<file path="config.mk">
export PLATFORM = sky130hd
export DESIGN_NAME = vec_add_lane_sequencer
export DESIGN_NICKNAME = d
export VERILOG_FILES = /design/src/rtl/vec_add_lane_sequencer.sv
export SDC_FILE = /design/constraint.sdc
export NUM_CORES = 1
export LEC_CHECK = 0
export ABC_AREA = 0
export BUFFER_PORTS_ARGS = -buffer_cell sky130_fd_sc_hd__buf_2
export CORE_MARGIN = 4
export CORE_UTILIZATION = 40
export DETAILED_ROUTE_END_ITERATION = 8
export PLACE_DENSITY_LB_ADDON = 0.3
export SLEW_MARGIN = 20
export SYNTH_ARGS = -nofsm -noshare
export SYNTH_HDL_FRONTEND = slang
export SYNTH_SLANG_ARGS = --single-unit
export TNS_END_PERCENT = 20
</file>
<file path="constraint.sdc">
create_clock -name clock -period 5 [get_ports clock]
set_input_delay 0.25 -clock clock [delete_from_list [all_inputs] [get_ports clock]]
set_output_delay 0.25 -clock clock [all_outputs]
set_load 0.1 [all_outputs]
</file>
<file path="src/rtl/vec_add_lane_sequencer.sv">
// Vector add that time-multiplexes one registered-operand W-bit adder across N lanes.
// A job is captured whole on acceptance, then one lane pair per cycle goes through the adder.
// The result vector is held under valid/ready backpressure.
module vec_add_lane_sequencer #(
  parameter int unsigned W = 8,
  parameter int unsigned N = 4
) (
  input  logic         clock,
  input  logic         reset,
  input  logic         in_valid,
  output logic         in_ready,
  input  logic [W-1:0] a [N-1:0],
  input  logic [W-1:0] b [N-1:0],
  output logic         out_valid,
  input  logic         out_ready,
  output logic [W-1:0] y [N-1:0],
  output logic [N-1:0] carry,
  output logic         busy
);

  localparam int unsigned IW = $clog2(N);
  localparam logic [IW-1:0] LastIdx = IW'(N - 1);

  typedef enum logic [1:0] {StIdle, StRun, StDrain, StDone} state_e;

  state_e         state_q, state_d;
  logic [IW-1:0]  idx_q, idx_d;
  logic [IW-1:0]  tag_q, tag_d;
  logic [W-1:0]   ra_q, ra_d;
  logic [W-1:0]   rb_q, rb_d;
  logic [W-1:0]   abuf_q [N-1:0];
  logic [W-1:0]   abuf_d [N-1:0];
  logic [W-1:0]   bbuf_q [N-1:0];
  logic [W-1:0]   bbuf_d [N-1:0];
  logic [W-1:0]   y_q [N-1:0];
  logic [W-1:0]   y_d [N-1:0];
  logic [N-1:0]   carry_q, carry_d;
  logic [W:0]     sum;

  // Shared adder: zero-extended so bit W is the lane carry.
  assign sum = {1'b0, ra_q} + {1'b0, rb_q};

  // Next-state: sequence lanes through the adder; write back the lane loaded on the prior edge.
  always_comb begin
    state_d = state_q;
    idx_d   = idx_q;
    tag_d   = tag_q;
    ra_d    = ra_q;
    rb_d    = rb_q;
    abuf_d  = abuf_q;
    bbuf_d  = bbuf_q;
    y_d     = y_q;
    carry_d = carry_q;
    unique case (state_q)
      StIdle: begin
        if (in_valid) begin
          abuf_d  = a;
          bbuf_d  = b;
          idx_d   = '0;
          state_d = StRun;
        end
      end
      StRun: begin
        ra_d  = abuf_q[idx_q];
        rb_d  = bbuf_q[idx_q];
        tag_d = idx_q;
        // On the first RUN edge nothing has been loaded yet, so nothing to write.
        if (idx_q != '0) begin
          y_d[tag_q]     = sum[W-1:0];
          carry_d[tag_q] = sum[W];
        end
        if (idx_q == LastIdx) begin
          state_d = StDrain;
        end else begin
          idx_d = idx_q + IW'(1);
        end
      end
      StDrain: begin
        y_d[tag_q]     = sum[W-1:0];
        carry_d[tag_q] = sum[W];
        state_d        = StDone;
      end
      StDone: begin
        if (out_ready) begin
          state_d = StIdle;
        end
      end
      default: state_d = StIdle;
    endcase
  end

  // State registers with asynchronous active-low reset.
  always_ff @(posedge clock or negedge reset) begin
    if (!reset) begin
      state_q <= StIdle;
      idx_q   <= '0;
      tag_q   <= '0;
      ra_q    <= '0;
      rb_q    <= '0;
      abuf_q  <= '{default: '0};
      bbuf_q  <= '{default: '0};
      y_q     <= '{default: '0};
      carry_q <= '0;
    end else begin
      state_q <= state_d;
      idx_q   <= idx_d;
      tag_q   <= tag_d;
      ra_q    <= ra_d;
      rb_q    <= rb_d;
      abuf_q  <= abuf_d;
      bbuf_q  <= bbuf_d;
      y_q     <= y_d;
      carry_q <= carry_d;
    end
  end

  assign in_ready  = (state_q == StIdle);
  assign out_valid = (state_q == StDone);
  assign busy      = (state_q != StIdle);
  assign y         = y_q;
  assign carry     = carry_q;

endmodule

</file>
==> impl_metrics.yaml <==
run_status:
  run_status: "complete, but fails checks"
  violated_checks: "hold timing"
critical_path:
  cp_cell_sequence: "inv_1 -> ha_1 -> nor2_1 -> nand4b_1 -> mux2_2"
  timing.critical_path.buf_inv: 1
  critical_path.max_fanout: 23
  critPathTopFamily: "simple AND/OR/NAND/NOR gates"
  crit_arrival_ns: 2.98
  crit_path_start_kind: "register"
  cp.required_ns: 5.29
  cpPeakStageDelay_ns: 0.78
  critPathSlowestCell: "ha_1"
  worst-setup-path-type: "register to register"
  crit_path_end_kind: "register"
timing:
  timing.max_slew.rel_slack_pct: 35.7
  layout_worst_path_cycle_share_pct: 53.8
  grt_setup_unrepaired: "false"
  min_period_ns: 2.69
  timing.final.max_slew_violations: 0
  fmax_mhz: 371
  setup_violations: 0
  final.hold.worst_slack_ns: -0.00634
  totalNegativeSetupSlack_ns: 0
  timing_hold_violations_final: 5
  tightestPinTransition_ns: 0.964
  finClkSkew_ns: 0.00769
synthesis:
  synthesis.instances: 365
  post_synth_fa_ha_maj_area_fraction_pct: 3.80
  seq_total_area_yosys_pct: 55.9
  yosys_warnings: 0
  share_of_the_synthesized_area_in_compound_gates_ao_oa_aoi_oai_pct: 3.64
  asyncSetResetFlopFracSynth_pct: 100
  synth.distinct_cells: 40
  synth_xor_area_share_pct: 0.642
  synthesis.nets: 449
  synth_simple_gate_area_share_pct: 3.87
  portion_of_netlist_area_occupied_by_mux_cells_pct: 29.6
  synth_ff_type: "dfrtp_1"
  synth.avg_cell_area_sq_um: 15.0
  ys_seq_elements: 122
  post_synth_edffs: 0
  dominant_combinational_cell_family_by_area_after_synthesis: "multiplexers"
  synth.cell_area_sq_mm: 0.00546
route:
  vias: 3355
  drtPass1Iterations: 4
  dr.first_iter.drc_count: 169
  via_per_inst: 5.05
  routed_wire_length_per_instance_um: 16.6
  final_antenna_net_count: 0
  route.final.wire_length_mm: 11.0
  remaining_drc_errors: 0
grt:
  overall_routing_resource_usage_pct: 15.1
  grt_first_pass_wirelength_mm: 18.7
  first_global_vias: 3677
  initial_antenna_violation_count: 0
  grt_start_max_net_pins: 76
  global_route.overflow_total: 0
layout:
  final_nets: 560
  layout.core_utilization_pct: 50.3
  final_cell_mix: "122 x dfrtp_1, 107 x mux2_2, 105 x buf_2"
  layout.cells.most_common: "dfrtp_1"
  antenna-diode-count: 0
  area_growth_synth_to_finish_pct: 22.6
  stdcell_area_sq_mm: 0.00669
  drive_gt1_share_pct: 54.7
hold_path:
  hold_path_class: "input port to async pin"
floorplan:
  core_area_sq_mm: 0.0133
  top_level_ports: 107
  die_w_um: 125
  fp.dieArea_sq_mm: 0.0156
  initial_standard_cell_utilization_of_the_core_pct: 41.1
  fp-row-count: 42
  dieHeight_um: 125
cts:
  cts_root_buffer: "clkbuf_16"
  cts-root-to-sink-buffers: 2
  number_of_setup_buffers_added_after_cts: 0
  clock_sink_count: 122
  postCtsHoldBufs: 0
  clkLatencyLatePin_ns: 0.41
  clk_pin_slew_ns: 0.05
  cts_tree: "done"
  cts_buffers: 17
  cts-htree-levels: 4
  cts_resized: 0
placement:
  place_hpwl_mm: 7.87
  buffer_ports.inserted: 106
  gpl.final_weighted_congestion: 0.743
  placed_cell_area_sq_mm: 0.00615
flow_run:
  timing.max_cap.violations: 0
==> stage by stage <==
stage | instances | setup WS, ns | hold slack [ns]
floorplan | 365 | 2.59 | -0.0456
global placement | 633 | 2.36 | 0.455
detailed placement | 633 | 2.30 | 0.460
CTS | 664 | 2.28 | 0.0278
global route | 664 | 2.05 | 0.0468
finish | 664 | 2.31 | -0.00634
==> layer usage <==
metal  share of wire (%)  global-route usage [%]
met5                   0                       0
met4                 1.7                    5.74
met3                 6.2                    5.27
met2                  47                    23.8
met1                  45                    19.4
==> worst register-to-register path, delay by kind of cell (launching register included) <==
kind,cells,cell delay (ns)
fa+ha+maj,1,0.78
flops,1,0.41
mux,1,0.47
buf+inv,1,0.11
simple gates,2,0.81
==> final cells by class <==
type                            instances  area, sq um
Clock inverter                          8         43.8
Inverter                               11         41.3
Tap cell                              176          220
Timing Repair Buffer                  110          563
Clock buffer                           23          498
Fill cell                            1169         6610
Sequential cell                       122         3050
Multi-Input combinational cell        214         2270
==> worst paths after layout <==
check	cells after the start	start	end	slack, ns
max	5	state_q[1]$_DFFE_PN0P_	y[27]$_DFFE_PN0P_	2.31
min	1	reset	bbuf_q[15]$_DFFE_PN0P_	-0.006
max reg2reg	5	state_q[1]$_DFFE_PN0P_	y[27]$_DFFE_PN0P_	2.31
min reg2reg	2	y[23]$_DFFE_PN0P_	y[23]$_DFFE_PN0P_	0.49
max in group asynchronous	2	reset	y[3]$_DFFE_PN0P_	3.85
min in group clock	2	a[17]	abuf_q[17]$_DFFE_PN0P_	0.06
==> Yosys cell counts, types with 2 or more instances <==
| library cell | n | area (sq um) |
|---|---|---|
| a21oi_1 | 8 | 40.0 |
| a22oi_1 | 2 | 15.0 |
| buf_1 | 3 | 11.3 |
| buf_2 | 10 | 50.1 |
| buf_4 | 2 | 15.0 |
| dfrtp_1 | 122 | 3050 |
| ha_1 | 15 | 188 |
| inv_1 | 11 | 41.3 |
| mux2_2 | 107 | 1200 |
| mux2i_1 | 5 | 50.1 |
| mux4_2 | 16 | 360 |
| nand2_1 | 8 | 30.0 |
| nand2b_1 | 2 | 12.5 |
| nand3_1 | 5 | 25.0 |
| nor2_1 | 6 | 22.5 |
| nor2b_1 | 2 | 12.5 |
| nor3_1 | 2 | 10.0 |
| nor3b_1 | 2 | 15.0 |
| o211ai_1 | 2 | 15.0 |
| o21ai_0 | 6 | 30.0 |
| o31ai_1 | 8 | 60.1 |
| xnor2_1 | 2 | 17.5 |
| xor2_1 | 2 | 17.5 |
==> state kept, by name (all words and copies together) (netlist names) <==
signal / cells
rb_q: 8
carry: 4
bbuf_q: 32
tag_q: 2
state_q: 2
ra_q: 8
abuf_q: 32
idx_q: 2
y: 32
==> cells by family after synthesis <==
group | count (synthesis)
and+or+nand+nor | 36
xor gates and xnor gates | 4
AOI/OAI and AO/OA | 30
buffers and inverters | 29
DFF | 122
muxes | 128
adders and majority gates | 16
Power is not shown: default switching activity piles up to over one toggle a cycle in this logic, so the estimate is an artifact.
